<file path="src/rtl/game2048_pkg.sv">
`default_nettype none
// game2048_pkg: shared tile width, direction codes, FSM state encoding and board index helpers.
// Rev 1.0
package game2048_pkg;

  localparam int TILE_W  = 11;
  localparam int WIN_BIT = TILE_W - 1;

  localparam logic [1:0] DIR_UP    = 2'b00;
  localparam logic [1:0] DIR_DOWN  = 2'b01;
  localparam logic [1:0] DIR_LEFT  = 2'b10;
  localparam logic [1:0] DIR_RIGHT = 2'b11;

  localparam logic [1:0] LAST_LANE = 2'd3;
  localparam logic [3:0] LAST_CELL = 4'd15;

  typedef enum logic [2:0] {
    ST_IDLE  = 3'd0,
    ST_LANE  = 3'd1,
    ST_GAP   = 3'd2,
    ST_SPAWN = 3'd3,
    ST_CHECK = 3'd4,
    ST_WIN   = 3'd5,
    ST_LOSE  = 3'd6
  } state_t;

  function automatic logic [1:0] cell_row(input logic [3:0] idx);
    return idx[3:2];
  endfunction

  function automatic logic [1:0] cell_col(input logic [3:0] idx);
    return idx[1:0];
  endfunction

endpackage
`default_nettype wire

</file>
<file path="src/rtl/move_sequencer_2048_if.sv">
`default_nettype none
// move_sequencer_2048_if: lane-slide handshake plus board RAM read/write ports.
// Rev 1.0
interface move_sequencer_2048_if #(
  parameter int TILE_W = game2048_pkg::TILE_W
);
  logic              lane_req;
  logic [1:0]        lane_dir;
  logic [1:0]        lane_idx;
  logic              lane_ack;
  logic              lane_moved;
  logic [3:0]        cell_rd_addr;
  logic [TILE_W-1:0] cell_rd_data;
  logic              cell_wr_en;
  logic [3:0]        cell_wr_addr;
  logic [TILE_W-1:0] cell_wr_data;

  modport master (
    output lane_req, lane_dir, lane_idx,
    input  lane_ack, lane_moved,
    output cell_rd_addr,
    input  cell_rd_data,
    output cell_wr_en, cell_wr_addr, cell_wr_data
  );

  modport slave (
    input  lane_req, lane_dir, lane_idx,
    output lane_ack, lane_moved,
    input  cell_rd_addr,
    output cell_rd_data,
    input  cell_wr_en, cell_wr_addr, cell_wr_data
  );
endinterface
`default_nettype wire

</file>
<file path="src/rtl/lfsr16.sv">
`default_nettype none
// lfsr16: 16-bit Fibonacci LFSR, taps 16,14,13,11, free-running every cycle.
// Rev 1.0
module lfsr16 #(
  parameter logic [15:0] SEED = 16'hACE1
) (
  input  logic        Clk,
  input  logic        Reset,
  output logic [15:0] state
);
  logic [15:0] r_state;

  always_ff @(posedge Clk) begin
    if (Reset) r_state <= SEED;
    else       r_state <= {r_state[14:0], r_state[15] ^ r_state[13] ^ r_state[12] ^ r_state[10]};
  end

  assign state = r_state;
endmodule
`default_nettype wire

</file>
<file path="src/rtl/move_sequencer_2048.sv">
`default_nettype none
// move_sequencer_2048: runs one move (4 lane slides, random tile spawn, win/lose scan).
// Rev 1.0 -- define PRESS_QUEUE_EN to keep one press that arrives while busy.
module move_sequencer_2048
  import game2048_pkg::*;
#(
  parameter int          TILE_W    = game2048_pkg::TILE_W,
  parameter logic [15:0] LFSR_SEED = 16'hACE1
) (
  input  logic                  Clk,
  input  logic                  Reset,
  input  logic                  up,
  input  logic                  down,
  input  logic                  left,
  input  logic                  right,
  move_sequencer_2048_if.master lane_bus,
  output logic                  busy,
  output logic                  game_won,
  output logic                  game_lost
);
  state_t            r_state, w_state_nxt;
  logic [15:0]       w_lfsr;
  logic              w_unused_lfsr;
  logic [3:0]        w_btn, r_btn_prev, w_rise;
  logic              w_press, w_launch;
  logic [1:0]        w_press_dir, w_launch_dir;
  logic [1:0]        r_dir, r_idx;
  logic              r_moved_any;
  logic [3:0]        r_scan_addr, r_scan_cnt, r_chk_idx;
  logic              r_win, r_open;
  logic [TILE_W-1:0] r_row [4];
  logic [TILE_W-1:0] r_left, w_rd;
  logic [1:0]        w_col, w_row;
  logic              w_cell_zero, w_win_cur, w_open_cur;

  lfsr16 #(.SEED(LFSR_SEED)) u_lfsr (.Clk(Clk), .Reset(Reset), .state(w_lfsr));
  assign w_unused_lfsr = ^w_lfsr[15:4];

  assign w_btn   = {up, down, left, right};
  assign w_rise  = w_btn & ~r_btn_prev;
  assign w_press = |w_rise;

  always_comb begin
    w_press_dir = DIR_RIGHT;
    if      (w_rise[3]) w_press_dir = DIR_UP;
    else if (w_rise[2]) w_press_dir = DIR_DOWN;
    else if (w_rise[1]) w_press_dir = DIR_LEFT;
  end

`ifdef PRESS_QUEUE_EN
  logic       r_pend_valid;
  logic [1:0] r_pend_dir;

  always_ff @(posedge Clk) begin
    if (Reset || r_state == ST_WIN || r_state == ST_LOSE) begin
      r_pend_valid <= 1'b0;
      r_pend_dir   <= DIR_UP;
    end else if (r_state == ST_IDLE) begin
      r_pend_valid <= 1'b0;
    end else if (w_press && !r_pend_valid) begin
      r_pend_valid <= 1'b1;
      r_pend_dir   <= w_press_dir;
    end
  end

  // A held-over press beats a fresh one arriving in the same idle cycle.
  assign w_launch     = r_pend_valid | w_press;
  assign w_launch_dir = r_pend_valid ? r_pend_dir : w_press_dir;
`else
  assign w_launch     = w_press;
  assign w_launch_dir = w_press_dir;
`endif

  // Adjacency: r_row holds the previous row by column, r_left the cell just read.
  assign w_rd        = lane_bus.cell_rd_data;
  assign w_col       = cell_col(r_chk_idx);
  assign w_row       = cell_row(r_chk_idx);
  assign w_cell_zero = (w_rd == '0);
  assign w_win_cur   = w_rd[TILE_W-1];
  assign w_open_cur  = w_cell_zero
                     || ((w_col != 2'd0) && (w_rd == r_left))
                     || ((w_row != 2'd0) && (w_rd == r_row[w_col]));

  always_ff @(posedge Clk) begin
    if (Reset) r_state <= ST_IDLE;
    else       r_state <= w_state_nxt;
  end

  always_comb begin
    w_state_nxt           = r_state;
    lane_bus.lane_req     = 1'b0;
    lane_bus.cell_rd_addr = 4'd0;
    lane_bus.cell_wr_en   = 1'b0;
    lane_bus.cell_wr_addr = 4'd0;
    lane_bus.cell_wr_data = '0;
    case (r_state)
      ST_IDLE: if (w_launch) w_state_nxt = ST_LANE;
      ST_LANE: begin
        lane_bus.lane_req = 1'b1;
        if (lane_bus.lane_ack) begin
          if (r_idx != LAST_LANE)                       w_state_nxt = ST_GAP;
          else if (r_moved_any || lane_bus.lane_moved)  w_state_nxt = ST_SPAWN;
          else                                          w_state_nxt = ST_CHECK;
        end
      end
      ST_GAP: w_state_nxt = ST_LANE;
      ST_SPAWN: begin
        lane_bus.cell_rd_addr = r_scan_addr;
        if (w_cell_zero) begin
          lane_bus.cell_wr_en   = 1'b1;
          lane_bus.cell_wr_addr = r_scan_addr;
          lane_bus.cell_wr_data = TILE_W'(1);
          w_state_nxt           = ST_CHECK;
        end else if (r_scan_cnt == LAST_CELL) begin
          w_state_nxt = ST_CHECK;
        end
      end
      ST_CHECK: begin
        lane_bus.cell_rd_addr = r_chk_idx;
        if (r_chk_idx == LAST_CELL) begin
          if (r_win || w_win_cur)         w_state_nxt = ST_WIN;
          else if (!(r_open || w_open_cur)) w_state_nxt = ST_LOSE;
          else                            w_state_nxt = ST_IDLE;
        end
      end
      ST_WIN, ST_LOSE: w_state_nxt = r_state;
      default: w_state_nxt = ST_IDLE;
    endcase
  end

  always_ff @(posedge Clk) begin
    if (Reset) begin
      r_btn_prev  <= 4'd0;
      r_dir       <= DIR_UP;
      r_idx       <= 2'd0;
      r_moved_any <= 1'b0;
      r_scan_addr <= 4'd0;
      r_scan_cnt  <= 4'd0;
      r_chk_idx   <= 4'd0;
      r_win       <= 1'b0;
      r_open      <= 1'b0;
      r_left      <= '0;
    end else begin
      r_btn_prev <= w_btn;
      case (r_state)
        ST_IDLE: if (w_launch) begin
          r_dir <= w_launch_dir;
          r_idx <= 2'd0;
        end
        ST_LANE: if (lane_bus.lane_ack) begin
          r_moved_any <= r_moved_any | lane_bus.lane_moved;
          if (r_idx == LAST_LANE) begin
            r_scan_addr <= w_lfsr[3:0];
            r_scan_cnt  <= 4'd0;
            r_chk_idx   <= 4'd0;
            r_win       <= 1'b0;
            r_open      <= 1'b0;
          end
        end
        ST_GAP: r_idx <= r_idx + 2'd1;
        ST_SPAWN: begin
          r_scan_addr <= r_scan_addr + 4'd1;
          r_scan_cnt  <= r_scan_cnt + 4'd1;
        end
        ST_CHECK: begin
          r_chk_idx <= r_chk_idx + 4'd1;
          r_win     <= r_win | w_win_cur;
          r_open    <= r_open | w_open_cur;
          r_left    <= w_rd;
          if (r_chk_idx == LAST_CELL) r_moved_any <= 1'b0;
        end
        default: ;
      endcase
    end
  end

  always_ff @(posedge Clk) begin
    if (r_state == ST_CHECK) r_row[w_col] <= w_rd;
  end

  assign lane_bus.lane_dir = r_dir;
  assign lane_bus.lane_idx = r_idx;
  assign busy      = (r_state != ST_IDLE);
  assign game_won  = (r_state == ST_WIN);
  assign game_lost = (r_state == ST_LOSE);
endmodule
`default_nettype wire

</file>
<file path="src/flat_wrapper.sv">
// flat-port wrapper written by rule: the top's interface ports become plain ports
module move_sequencer_2048_flat import game2048_pkg::*;
#(
  parameter int          TILE_W    = game2048_pkg::TILE_W,
  parameter logic [15:0] LFSR_SEED = 16'hACE1
)
  (Clk, Reset, up, down, left, right, busy, game_won, game_lost, lane_bus_lane_req, lane_bus_lane_dir, lane_bus_lane_idx, lane_bus_lane_ack, lane_bus_lane_moved, lane_bus_cell_rd_addr, lane_bus_cell_rd_data, lane_bus_cell_wr_en, lane_bus_cell_wr_addr, lane_bus_cell_wr_data);
  move_sequencer_2048_if #(.TILE_W(TILE_W)) lane_bus_i ();
  input  logic Clk;
  input  logic Reset;
  input  logic up;
  input  logic down;
  input  logic left;
  input  logic right;
  output logic busy;
  output logic game_won;
  output logic game_lost;
  output wire logic [$bits(lane_bus_i.lane_req)-1:0] lane_bus_lane_req;
  output wire logic [$bits(lane_bus_i.lane_dir)-1:0] lane_bus_lane_dir;
  output wire logic [$bits(lane_bus_i.lane_idx)-1:0] lane_bus_lane_idx;
  input wire logic [$bits(lane_bus_i.lane_ack)-1:0] lane_bus_lane_ack;
  input wire logic [$bits(lane_bus_i.lane_moved)-1:0] lane_bus_lane_moved;
  output wire logic [$bits(lane_bus_i.cell_rd_addr)-1:0] lane_bus_cell_rd_addr;
  input wire logic [$bits(lane_bus_i.cell_rd_data)-1:0] lane_bus_cell_rd_data;
  output wire logic [$bits(lane_bus_i.cell_wr_en)-1:0] lane_bus_cell_wr_en;
  output wire logic [$bits(lane_bus_i.cell_wr_addr)-1:0] lane_bus_cell_wr_addr;
  output wire logic [$bits(lane_bus_i.cell_wr_data)-1:0] lane_bus_cell_wr_data;
  assign lane_bus_lane_req = lane_bus_i.lane_req;
  assign lane_bus_lane_dir = lane_bus_i.lane_dir;
  assign lane_bus_lane_idx = lane_bus_i.lane_idx;
  assign lane_bus_i.lane_ack = lane_bus_lane_ack;
  assign lane_bus_i.lane_moved = lane_bus_lane_moved;
  assign lane_bus_cell_rd_addr = lane_bus_i.cell_rd_addr;
  assign lane_bus_i.cell_rd_data = lane_bus_cell_rd_data;
  assign lane_bus_cell_wr_en = lane_bus_i.cell_wr_en;
  assign lane_bus_cell_wr_addr = lane_bus_i.cell_wr_addr;
  assign lane_bus_cell_wr_data = lane_bus_i.cell_wr_data;
  move_sequencer_2048 #(.TILE_W(TILE_W), .LFSR_SEED(LFSR_SEED)) u_core (.Clk(Clk), .Reset(Reset), .up(up), .down(down), .left(left), .right(right), .lane_bus(lane_bus_i), .busy(busy), .game_won(game_won), .game_lost(game_lost));
endmodule
</file>
<file path="config.mk">
export PLATFORM = sky130hd
export DESIGN_NAME = move_sequencer_2048_flat
export DESIGN_NICKNAME = d
export VERILOG_FILES = /design/src/rtl/game2048_pkg.sv /design/src/rtl/move_sequencer_2048_if.sv /design/src/rtl/lfsr16.sv /design/src/rtl/move_sequencer_2048.sv /design/src/flat_wrapper.sv
export SDC_FILE = /design/constraint.sdc
export NUM_CORES = 1
export LEC_CHECK = 0
export BUFFER_PORTS_ARGS = -buffer_cell sky130_fd_sc_hd__buf_4
export CORE_MARGIN = 2
export CORE_UTILIZATION = 62
export CTS_BUF_LIST = sky130_fd_sc_hd__clkbuf_16
export CTS_CLUSTER_SIZE = 30
export DETAILED_ROUTE_END_ITERATION = 8
export PLACE_DENSITY = 0.83
export SYNTH_ARGS = -nofsm -noshare
export SYNTH_HDL_FRONTEND = slang
export SYNTH_SLANG_ARGS = --single-unit
</file>
<file path="constraint.sdc">
create_clock -name Clk -period 6.3 [get_ports Clk]
set_input_delay 0.945 -clock Clk [delete_from_list [all_inputs] [get_ports Clk]]
set_output_delay 0.945 -clock Clk [all_outputs]
set_load 0.02 [all_outputs]
</file>
# Word level (Yosys, flattened, before mapping)
# Memories as Yosys holds them, arrays and structs flattened. A register that Yosys moved wholly into a read port is not among the register bits.
# Index checks and enable logic that the tools add are counted.
totals:
  regBits: 53
  out_inout_bits: 28
  n_memories: 1
  ram_bits: 44
  word_cells: 107
  input_bits: 19
classes:
  n_eq_ne: 17
  add_sub_neg: 4
  n_mux: 41
  bitwise_logic: 9
  reduce_logical: 23
memory_table:
  columns: ["name", "depth", "width", "rd", "rd_clocked_by_memory_dff", "wr", "line", "source"]
  rows:
  - ["u_core.r_row", 4, 11, 1, 1, 1, "move_sequencer_2048.sv:31", "logic [TILE_W-1:0] r_row [4];"]
op_table:
  columns: ["op", "n"]
  rows:
  - ["$pmux 4 s2", 4]
  - ["$mux 3", 9]
  - ["$mux 4", 6]
  - ["$eq 11x11->1", 2]
  - ["$pmux 3 s6", 1]
  - ["$add 4x1->4 const B", 3]
  - ["$logic_not 11->1", 1]
  - ["$mux 1", 11]
  - ["$mux 11", 1]
  - ["$mux 2", 5]
  - ["$reduce_bool 2->1", 5]
  - ["$eq 3x3->1 const B", 3]
  - ["$reduce_and 3->1", 3]
  - ["$eq 4x4->1 const B", 2]
  - ["$eq 3x2->1 const B", 2]
  - ["$ne 2x1->1 const B", 3]
  - ["$pmux 1 s2", 3]
  - ["$logic_or 1x1->1", 5]
  - ["$reduce_and 5->1", 1]
  - ["$and 4x4->4", 1]
  - ["$ne 2x2->1 const B", 2]
  - ["$not 4->4", 1]
  - ["$pmux 2 s2", 1]
  - ["$reduce_and 2->1", 2]
  - ["other kinds (12)", 17]

# Longest topological paths before layout
# Gate-level depths: netlist (run 1).
logic_depth:
  word_depth: 9
  depth_mapped: 8

# Cells and area by module
# Synthesis (run 1) repeated with hierarchy kept, for this count alone.
hier_totals:
  cells_unflattened: 408
  area_unflattened_um2: 4494.3
modules_own_cells:
  columns: ["mod", "seq_area_each_um2", "area_each_um2", "instances", "cells_each"]
  rows:
  - ["move_sequencer_2048", 2102.0, 4040.1, 1, 372]
  - ["lfsr16", 320.3, 454.2, 1, 36]

# Least setup slack after synthesis (run 1)
# Ideal clock, no wire load.
synth_path:
  kind: "input-to-output"
  start: "in lane_bus_cell_rd_data[10]"
  end: "out lane_bus_cell_wr_data[0]"
  t_arrival_ps: 2071
  slack_ps: 3284
  stages: 6
  n_path_buf: 3
  required_ps: 5355
  cell_sequence: "clkbuf_1 -> nor4_1 -> and3_1 -> buf_2 -> and2_1 -> buf_4"
synth_via:
  elab_chain_len: 3
synth_rtl:
  columns: ["element", "line", "source"]
  rows:
  - ["from (decl)", "flat_wrapper.sv:24", "input wire logic [$bits(lane_bus_i.cell_rd_data)-1:0] lane_bus_cell_rd_data;"]
  - ["$logic_not 11->1", "move_sequencer_2048.sv:78", "assign w_cell_zero = (w_rd == '0);"]
  - ["$mux 1", "move_sequencer_2048.sv:109", "if (w_cell_zero) begin"]
  - ["$mux 11", "move_sequencer_2048.sv:96", "case (r_state)"]
  - ["to (decl)", "flat_wrapper.sv:27", "output wire logic [$bits(lane_bus_i.cell_wr_data)-1:0] lane_bus_cell_wr_data;"]
# Every way passes these cells.

# Worst setup path in the final report (run 1)
layout_path:
  start: "in lane_bus_cell_rd_data[2]"
  end: "out lane_bus_cell_wr_addr[0]"
layout_via:
  elab_chain_len: 3
layout_rtl:
  columns: ["element", "line", "source"]
  rows:
  - ["$logic_not 11->1", "move_sequencer_2048.sv:78", null]
  - ["$mux 4", "move_sequencer_2048.sv:109", null]
  - ["$mux 4", "move_sequencer_2048.sv:96", null]
  - ["to (decl)", "flat_wrapper.sv:26", "output wire logic [$bits(lane_bus_i.cell_wr_addr)-1:0] lane_bus_cell_wr_addr;"]
# Every way passes these cells.

==> results of run 1 <==
[state kept, by name, indices dropped and copies added (netlist names), 3 cells and up, named ones only]
name	count
u_core.r_state	3
u_core.r_row	44
u_core.u_lfsr.state	16
u_core.r_scan_addr	4
u_core.r_scan_cnt	4
u_core.r_chk_idx	4
u_core.r_left	11
u_core.r_btn_prev	4
[power by group through the flow]
stage | clock (mW) | combinational, mW | sequential, mW
3_3_place_gp | 0 | 0.322 | 0.791
3_5_place_dp | 0 | 0.331 | 0.794
5_1_grt | 0.542 | 0.374 | 0.789
2_1_floorplan | 0 | 0.275 | 0.763
4_1_cts | 0.515 | 0.337 | 0.781
6_report | 0.512 | 0.338 | 0.781
[final cells by class]
cell class | count | area, µm² | share of cell area, %
clock buffer | 9 | 225 | 4.66
clock inverter | 7 | 51.3 | 1.06
inverter | 6 | 22.5 | 0.466
multi-input combinational | 251 | 1730 | 35.8
sequential | 99 | 2420 | 50.2
tap | 80 | 100 | 2.07
timing repair buffer | 37 | 278 | 5.75
[cell usage after synthesis (all sizes together) (6+ instances only)]
master / n
clkbuf: 12
nor2b: 11
xnor2: 12
nand2: 40
xor2: 18
nor2: 25
nor3: 7
buf: 19
and2: 6
nand2b: 8
dfxtp: 55
o21ai: 13
or2: 7
mux4: 11
inv: 6
a21oi: 25
edfxtp: 44
and3: 6
ha: 7
[layer usage]
metal / wire length [µm] / track usage, % / up-vias
met4: 247 / 10.1 / 0
met1: 3550 / 31.1 / 1375
met3: 503 / 5.69 / 28
met2: 4140 / 37.3 / 117
met5: 0 / 0 / -
li1: - / - / 1376
[kinds of logic (layout without fill, tap and decap cells)]
kind of cell / count (synthesis) / count (layout)
buffers and inverters: 37 / 59
DFF: 99 / 99
other: 1 / 10
xor gates and xnor gates: 30 / 30
AOI/OAI and AO/OA: 60 / 60
muxes: 11 / 11
and+or+nand+nor: 133 / 133
adders and majority gates: 7 / 7
[worst min path at each step]
stage	from	end	slack [ps]
2_1_floorplan	u_core.u_lfsr.state[9]$_SDFF_PP0_	u_core.u_lfsr.state[10]$_SDFF_PP1_	390
3_3_place_gp	u_core.u_lfsr.state[14]$_SDFF_PP0_	u_core.u_lfsr.state[15]$_SDFF_PP1_	400
3_5_place_dp	u_core.u_lfsr.state[5]$_SDFF_PP1_	u_core.u_lfsr.state[6]$_SDFF_PP1_	400
4_1_cts	u_core.u_lfsr.state[5]$_SDFF_PP1_	u_core.u_lfsr.state[6]$_SDFF_PP1_	420
5_1_grt	u_core.u_lfsr.state[6]$_SDFF_PP1_	u_core.u_lfsr.state[7]$_SDFF_PP1_	440
6_report	u_core.u_lfsr.state[14]$_SDFF_PP0_	u_core.u_lfsr.state[15]$_SDFF_PP1_	420
[worst max-delay path, delay by kind of cell]
| family | cells | cell delay, ps |
|---|---|---|
| buffers and inverters | 2 | 280 |
| AND/OR/NAND/NOR | 3 | 980 |
==> results summary, run 1 <==
The flow ran to the end, and the final reports show no timing, DRC or antenna violations. The max-slew violation count came to 0. The source of the critical timing path is lane_bus_cell_rd_data[2].

The post-route netlist has ~16% of its cells at a drive strength greater than 1. The clock root buffer is clkbuf_16. The post-synthesis cell type count came out at 52. The analysis attributes to cell leakage a power of 1.82 nW.

The least setup slack across all paths after layout is ~3100 ps. Cells fill between 70% and 80% of the core in the end. The hold-fix buffer count after cts came out at 0.

The path class of the lowest-slack min-delay path is reg -> reg. The initial core utilization is a little under two thirds. In the layout the commonest cells are 55 x dfxtp_1, 44 x edfxtp_1, 40 x nand2_1. The post-synthesis instance area came out at roughly 0.0043 mm². The number of cells produced by synthesis is 378. The cell type contributing the most total cell area after synthesis is edfxtp_1.

The synthesized netlist devotes approximately 8.6% of its cell area to compound gates. The arrival time reported for the critical path endpoint is 2210 ps. The cell area after placement is 0.00455 mm². The setup slack of the worst register-to-register path came out at 3690 ps. The number of global-route vias before repair is 2778. The first-pass GRT wire length came out at 13500 µm. Setup violations remaining at the end of the flow were counted as 0. The mux contribution to synthesized area is 6.54%. The required time at the worst-slack endpoint is 5350 ps. The number of H-tree levels came out at 3. Global routing finished with a remaining overflow of 0. The sequential share of power came out at 47.9%. From synthesis to final layout, the design area changed by 12.1%. After floorplanning, the core was sized to cover 0.00676 mm².

The worst setup path is launched from a primary input. The aggregate global-route resource usage came out at around a quarter. The overall power consumption is 1.63 mW. The total iterations of the first detailed-routing run is 5. The worst-skew pair later-pin latency is 340 ps. The fraction of power spent switching nets came out at slightly above 30%. The adder and majority gate portion of the synthesized area is 2.03%. The repair_antennas step left the layout with diodes totalling 0.

The number of flip-flops and latches in the synthesized netlist is 99. The wire length per cell after detailed routing came out at 17.3 µm. The signal on the critical path passes through buf_4 > nor4_1 > and3_1 > and3_1 > buf_4. Once layout is done, the placed cells without fillers occupy 0.00483 mm². The die footprint came out at 0.00763 mm². Fill cells in the final layout number 467.

At the end of the flow, the number of nets in the layout was 430. After clock tree synthesis, the clock-pin slew on the worst setup and hold paths is 70 ps. The share of the synthesized netlist area taken by xor and xnor gates came out at 6.10%.

The critical path endpoint is lane_bus_cell_wr_addr[0]. The final antenna-violating net count came out at 0. The worst slack on hold paths came out at around 420 ps. In the synthesized netlist the async set-or-reset flop fraction comes to 0%. The endpoint identified for the worst register-to-register timing path is u_core.r_state[2]$_SDFFE_PP0P_.

Leaving out fill and tap cells, the most frequent cell in the layout is dfxtp_1. The fraction of the mapped netlist area in simple logic gates is 15.9%. The routed via count is 2896. The detailed-route DRC error count came out at 0.

Before CTS, the worst setup slack after placement is 3150 ps. The overall die height is 87.3 µm. In this run the count of I/O pins placed on the die edge is 47. The maximum operating frequency is 317 MHz. The setup total negative slack is 0 ps.

Of the available clock period, the critical path in the final layout requires 50.1%. No sink is reached through more buffers than the 2 on the longest clock path. The number of cells on the worst reg-to-reg path is 6. The x dimension of the die is slightly below 90 µm. TritonCTS built the clock tree. The placed instance count came out at 473. The clock power share came out at 31.4%. The max-cap violation count is 0.

Yosys printed 0 warnings. The maximum number of pins on one net before global-route repair is 50. The critical path in this run is classified as in -> out. On the worst path, the slowest cell contributes a delay of approximately 420 ps.

The number of gates given a new drive strength after cts came out at 0. In this run the mean area of a mapped cell was between 10 and 15 µm². The count of endpoints failing hold in the final timing report is 0. The cell internal power dissipation came out at 1.14 mW.

The slew at the pin with the worst max-slew slack came out at 734 ps. Combinational logic is responsible for 20.7% of the overall power. The dominant synthesized flop cell is dfxtp_1. The area share of the leading cell type in the synthesized netlist is 30.7%.

The maximum vdd drop is approximately 0.19 mV. The highest fanout seen on the critical path is 8. The switching component of the power is 0.496 mW. The total power per unit cell area came out at 338 mW/mm².

On the critical path, the stage with the largest delay is an instance of and3_1. The half-perimeter wire length of the detailed placement result came out at 5420 µm. Yosys mapped a number of flops with a built-in enable equal to 44.

In this run the core area contains 30 standard-cell rows. The post-layout instance count excluding filler cells came out at 489. The sequential area share after synthesis came out at 56.2%. The number of buffers created by CTS is 9.

The worst setup path is captured at an output pin. On the final layout, the worst clock skew is 9.20 ps. The congestion estimate from routability-driven global placement came to around 0.82. The combinational family with the most area after synthesis is simple AND/OR/NAND/NOR gates. The number of input and output port buffers inserted came out at 36. The ratio of routed vias to standard cells came out at 5.92. Clock tree synthesis found a total of 99 sinks. For this block, the routed nets add up to 8450 µm of wire.

The relative slew slack is 51.1%. The cell depth of the worst hold path came out at 1. After clock tree synthesis, the setup repair step added 0 buffers. The initial antenna violation count came out at 0. In the post-synthesis netlist, the biggest area contributors are edfxtp_1 31%, dfxtp_1 26%, mux4_1 5.5%. The final critical path time including I/O delays and setup came out at 3150 ps. The DRC violation total after the first TritonRoute iteration came out at between 200 and 300. Setup repair after global routing left no endpoint under its margin.
(Power assumes the default switching activity.)
==> inputs of run 2 (changes only) <==
--- a/config.mk
+++ b/config.mk
@@ -7,11 +7,11 @@
 export LEC_CHECK = 0
 export BUFFER_PORTS_ARGS = -buffer_cell sky130_fd_sc_hd__buf_4
 export CORE_MARGIN = 2
-export CORE_UTILIZATION = 62
+export CORE_UTILIZATION = 52
 export CTS_BUF_LIST = sky130_fd_sc_hd__clkbuf_16
 export CTS_CLUSTER_SIZE = 30
 export DETAILED_ROUTE_END_ITERATION = 8
-export PLACE_DENSITY = 0.83
+export PLACE_DENSITY = 0.74
 export SYNTH_ARGS = -nofsm -noshare
 export SYNTH_HDL_FRONTEND = slang
 export SYNTH_SLANG_ARGS = --single-unit
==> constraint.sdc (replaced) <==
create_clock -name Clk -period 2.7 [get_ports Clk]
set_input_delay 0.405 -clock Clk [delete_from_list [all_inputs] [get_ports Clk]]
set_output_delay 0.405 -clock Clk [all_outputs]
set_load 0.02 [all_outputs]
==> results summary, run 2 (same netlist as run 1, synthesis figures left out) <==
The number of buffers created by CTS came out at 9. The flow ran to the end, and the final reports show no timing, DRC or antenna violations. The least setup slack across all paths after layout came out at 312 ps. The first-pass GRT wire length came out at roughly 14000 µm.

Setup repair after global routing left no endpoint under its margin. The diode insertion count for antenna repair came out at 0. Measured in cells, the most critical reg-to-reg path has a length of 7. More flip-flops sit in one register than any other, and that register is u_core.r_row. The share of the cycle needed by the critical path after routing is 88.5%.

The total iterations of the first detailed-routing run came out at 4. The number of nets in the layout came out at about 440. The post-place setup slack came out at 302 ps. The setup total negative slack is 0 ps. The routed design could run at a clock period as short as ~2400 ps. The critical path in this run is classified as reg -> reg.

The total power per unit cell area came out at 770 mW/mm². STA classifies the critical path startpoint as a register. The count of final setup violators is 0. For the worst-skew pair, the clock arrives at the later sink with an insertion delay of ~340 ps. The count of endpoints failing hold in the final timing report came out at 0. The detailed-route DRC error count is 0. The initial antenna violation count came out at 0.

The overall die height is 95.0 µm. The routed via count is 2832. The DRC violation total after the first TritonRoute iteration came out at 150. The sum of routed wire length over all layers is between 8000 and 9000 µm.

The highest fanout seen on the critical path is 5. The ratio of routed vias to standard cells is 5.45. After detailed routing, the average wire length per cell comes to 15.8 µm. The TritonCTS sink count is 99. Cells with a size suffix above 1 make up 16.9% of the layout. STA puts the critical path data arrival time at 2610 ps. The required time at the worst-slack endpoint came out at 2920 ps. The number of H-tree levels came out at 3. Derived from the worst setup path, the maximum achievable clock frequency is 419 MHz. The max-slew violation count came out at 0. Once detail routing completed, the nets flagged for antenna violations numbered 0. The post-layout instance count excluding filler cells is 520. The number of buffers added for setup after CTS is 0. The number of input and output port buffers inserted is 36. The placeable core region is 0.00813 mm².

Summing all flip-flop and latch instances after layout gives 0.00242 mm². TritonCTS built the clock tree. The number of fill cells came out at 646.

The top cell types in the final layout, fill and taps aside, are 55 x dfxtp_1, 44 x edfxtp_1, 43 x buf_4. The remaining global-route overflow is 0. The count of boundary I/O pins is 47. The number of global-route vias before repair came out at 2766.

The flip-flop count of the largest register, all copies and words added came out at 44. The clock-pin slew on the worst setup and hold paths is around 70 ps. The worst clock skew came out at approximately 7 ps. The path class of the tightest hold or removal check is in -> reg. The root buffer cell chosen for the clock tree is clkbuf_16. The cell depth of the worst hold path came out at 2. The number of gates given a new drive strength after cts came out at 0. The initial core utilization is 52.9%. Routability-driven placement finished with a final weighted congestion of 0.770. The site row count came out at 33. The multi-input combinational cells in the finished layout cover a total of 0.00173 mm². The area growth from synthesis to layout is 13.6%.

Counting along the longest clock path gives a buffer depth of 2. STA classifies the critical path endpoint as a register. The maximum vdd drop is about 0.36 mV. The maximum number of pins on one net before global-route repair came out at 50.

The slew at the pin with the worst max-slew slack is 601 ps. Detailed placement finished with a half-perimeter wire length of 5540 µm. The x dimension of the die came out at 95.0 µm.

The relative slew slack came out at about three fifths. The placed instance count is 504. For this design, the CTS-stage hold fixing added 0 buffers.

The tool flagged a number of max-cap violations equal to 0. The die footprint is between 0.009 and 0.01 mm². The aggregate global-route resource usage is between 20% and 30%. The most common cell after layout, fill and taps aside is dfxtp_1. For this design the static power due to leakage is 1.84 nW.
run 2: changes by cell type in the layout (fill, tap and decap cells not counted):
cell        previous run  this run
buf_4                 37        43
clkinvlp_4             0         3
inv_1                  6         9
inv_6                  2         0
clkinv_1               1         0
clkinv_2               2         1
clkinv_4               1         0
inv_8                  1         0
run 2: stage by stage:
step | power [mW] | cell area, µm² | util [%] | hold slack (ps)
after floorplan | 2.42 | 4340 | - | 389
after global placement | 2.63 | 4630 | 56.9 | 393
after detailed placement | 2.66 | 4630 | 56.9 | 395
final | 3.77 | 4890 | 60.1 | 282
after CTS | 3.79 | 4890 | 60.1 | 277
after global routing | 3.97 | 4890 | 60.1 | 289
run 2: layer usage:
layer  vias up  GRT usage [%]  wire length (µm)
met5         -              0                 0
met4         0           6.16                75
met3         7           5.43               417
met2        62           31.2              3910
met1      1380           28.1              3810
li1       1383              -                 -
run 2: path summary, 6_finish.rpt:
path,startpoint,end,slack [ps]
setup / recovery,register,u_core.r_state[2]$_SDFFE_PP0P_,310
hold / removal,up,u_core.r_btn_prev[3]$_SDFF_PP0_,280
setup reg to reg,register,u_core.r_state[2]$_SDFFE_PP0P_,310
hold reg to reg,u_core.u_lfsr.state[6]$_SDFF_PP1_,u_core.u_lfsr.state[7]$_SDFF_PP1_,410
run 2: layout make-up:
type,count,area share [%]
multi-input cells,251,35.3
clock buffers,9,4.60
well taps,105,2.69
inverters,6,0.460
repair buffers,43,6.60
flip-flops and latches,99,49.5
clock inverters,7,0.793
run 2: where the power goes:
group,switching [mW],internal [mW]
Combinational,0.455,0.360
Clock,0.524,0.612
Sequential,0.135,1.68
Total,1.11,2.65
run 2: worst max-delay path, cell delays in order (launching register included):
cell	delay (ps)
dfxtp_1	480
buf_4	220
mux4_1	570
xnor2_1	160
nand4_1	180
nor3_2	280
nor3_1	70
or3_1	310
==> inputs of run 3 (changes only) <==
--- a/config.mk
+++ b/config.mk
@@ -12,6 +12,7 @@
 export CTS_CLUSTER_SIZE = 30
 export DETAILED_ROUTE_END_ITERATION = 8
 export PLACE_DENSITY = 0.74
+export SLEW_MARGIN = 30
 export SYNTH_ARGS = -nofsm -noshare
 export SYNTH_HDL_FRONTEND = slang
 export SYNTH_SLANG_ARGS = --single-unit
==> constraint.sdc (replaced) <==
create_clock -name Clk -period 2.7 [get_ports Clk]
set_input_delay 0.135 -clock Clk [delete_from_list [all_inputs] [get_ports Clk]]
set_output_delay 0.135 -clock Clk [all_outputs]
set_load 0.02 [all_outputs]
==> results summary, run 3 (same netlist as run 1, synthesis figures left out) <==
After floorplanning, the core was divided into 33 placement rows. The half-perimeter wire length of the detailed placement result is about 5500 µm. The DRC violation total after the first TritonRoute iteration came out at 160.

The count of endpoints failing hold in the final timing report is 0. The least setup slack across all paths after layout came out at 319 ps. Once layout is complete, the utilization of the core stands at 60.4%. Adding up every negative setup slack in the final design gives 0 ps.

At the placement stage, the worst setup path has a slack of approximately 300 ps. The congestion estimate from routability-driven global placement came to 0.834. The signal on the critical path passes through buf_4 > mux4_1 > xnor2_1 > nand4_1 > nor3_2 > nor3_1 > or3_1. The count of boundary I/O pins came out at 47.

The ratio of routed vias to standard cells is 5.48. The slowest stage of the critical path is the mux4_1 cell. The critical hold path startpoint is up. The number of global-route vias before repair came out at about 2800. The wire length per cell after detailed routing is 15.7 µm.

Summing over every cut layer, the via total after detailed routing is 2852. The die covers 0.00903 mm². The critical path is of the reg -> reg type. Counting the buffers created by CTS gives 9.

The max-cap violation count is 0. The sum of routed wire length over all layers is slightly above 8000 µm. The floorplan step defined a core boundary enclosing 0.00813 mm². The share of total power in combinational logic came out at 21.1%.

The area growth from synthesis to layout came out at 14.1%. The relative slew slack came out at 59.9%. The area of all placed cells without fillers came out at 0.00491 mm².

The register name with the most flops is u_core.r_row. The logic depth of the worst path, buffers included came out at 7. The cell area after placement is ~0.0046 mm².

Counting the fill cells in the layout gives 646. The initial antenna violation count came to 0. The count of cells along the worst register-to-register path is 7. After clock tree synthesis, the setup repair step added 0 buffers.

The arrival time reported for the critical path endpoint came out at 2600 ps. The total power per unit cell area is 783 mW/mm². The path class of the lowest-slack min-delay path is in -> reg. The sequential share of power came out at 47.3%. In the final design database the tool counted 436 nets. The share of the cycle needed by the critical path after routing came out at 88.2%. The TritonCTS sink count is 99. After clock tree synthesis, the clock-pin slew on the worst setup and hold paths is ~60 ps.

For the final database, setup skew stands at 5.99 ps. The remaining global-route overflow came out at 0. The number of input and output port buffers inserted is 36.

CTS placed an instance of clkbuf_16 at the clock tree root. The aggregate global-route resource usage is between 10% and 20%. The endpoint kind of the worst setup timing path is a register. The final antenna-violating net count came out at 0.

The post-layout instance count excluding filler cells is 520. The diode insertion count for antenna repair came out at 0. The clock power share is between 30% and 40%. Counting both buffers and inverters, the worst setup path holds a total of 1.

Net switching is 28.6% of the power. The worst-skew pair later-pin latency is 330 ps. In this run the deepest clock path goes through 2 buffers. The maximum operating frequency is 420 MHz.

The flip-flop count of the largest register, all copies and words added is 44. Setup repair after global routing left no endpoint under its margin. The max-slew violation count is 0.

For this run, the slowest stage of the critical path takes around 560 ps. The share of layout cells above drive strength 1 is 17.1%. The cell internal power dissipation came out at around 2.7 mW.

The required time at the worst-slack endpoint is between 2000 and 3000 ps. The pre-antenna-repair detailed-routing pass consisted of 4 iterations. The maximum number of pins on one net before global-route repair came out at 50.

The switching component of the power came out at 1.10 mW. The maximum vdd drop came out at ~0.38 mV. The initial core utilization is 52.9%. Counting I/O delays and the setup requirement, the final critical path takes 2380 ps. In the routed design, unresolved DRC markers number 0. The number of H-tree levels is 3.

Leaving out fill and tap cells, the most frequent cell in the layout is dfxtp_1. The leakage component of the power is 1.86 nW. The top cell types in the final layout, fill and taps aside, are 55 x dfxtp_1, 44 x edfxtp_1, 43 x buf_4. The hold-fix buffer count after cts is 0. The first-pass GRT wire length is 13600 µm. The x dimension of the die is 95.0 µm. The run finished with clean final reports. The slew at the pin with the worst max-slew slack is about 600 ps. The worst setup path is launched from a register. Grouping stages by cell kind, the critical path spends the most delay in simple AND/OR/NAND/NOR gates. Setup violations remaining at the end of the flow were counted as 0. The placed instance count came out at 504. The highest fanout seen on the critical path is 5. Counting instances, the worst hold path has a depth of 2. Gates resized during post-CTS repair numbered 0. TritonCTS built the clock tree. Measured along the y axis, the die boundary spans 95.0 µm.
[run 3: cell types whose count changed in the layout (fill, tap and decap cells not counted), sizes merged]
cell      previous run  this run
clkinv               1         4
clkinvlp             3         1
inv                  9         7
bufinv               0         1
[run 3: final timing paths]
kind	end	slack, ps
setup / recovery	u_core.r_state[2]$_SDFFE_PP0P_	320
hold / removal	u_core.r_btn_prev[3]$_SDFF_PP0_	20
setup reg to reg	u_core.r_state[2]$_SDFFE_PP0P_	320
hold reg to reg	u_core.u_lfsr.state[7]$_SDFF_PP1_	410
[run 3: layout make-up]
cell class / instances / area (µm²) / share of cell area (%)
inverter: 6 / 22.5 / 0.458
timing repair buffer: 43 / 323 / 6.57
clock buffer: 9 / 225 / 4.58
sequential: 99 / 2420 / 49.3
clock inverter: 7 / 60.1 / 1.22
tap: 105 / 131 / 2.67
multi-input combinational: 251 / 1730 / 35.2
[run 3: worst register-to-register path, stage by stage, from the launching register on]
cell and delay [ps]:
dfxtp_1 480, buf_4 210, mux4_1 570, xnor2_1 170
nand4_1 170, nor3_2 290, nor3_1 80, or3_1 300
[run 3: through the flow]
step / power (mW) / hold slack (ps)
6_report: 3.85 / 21.5
5_1_grt: 4.03 / 20.9
4_1_cts: 3.87 / 15.7
3_5_place_dp: 2.65 / 364
3_3_place_gp: 2.63 / 359
2_1_floorplan: 2.42 / 234
[run 3: per-layer routing]
layer  vias to the layer above  track usage [%]  wire length, µm
li1                       1386                -                -
met1                      1369             27.6             3760
met2                        83             30.8             3830
met3                        14             4.47              444
met4                         0             7.25              138
met5                         -                0                0
[run 3: power groups by stage]
stage          sequential (mW)  combinational, mW  clock [mW]
6_report                  1.82              0.810        1.22
5_1_grt                   1.84              0.899        1.30
4_1_cts                   1.82              0.814        1.24
3_5_place_dp              1.85              0.807           0
3_3_place_gp              1.84              0.788           0
2_1_floorplan             1.78              0.642           0
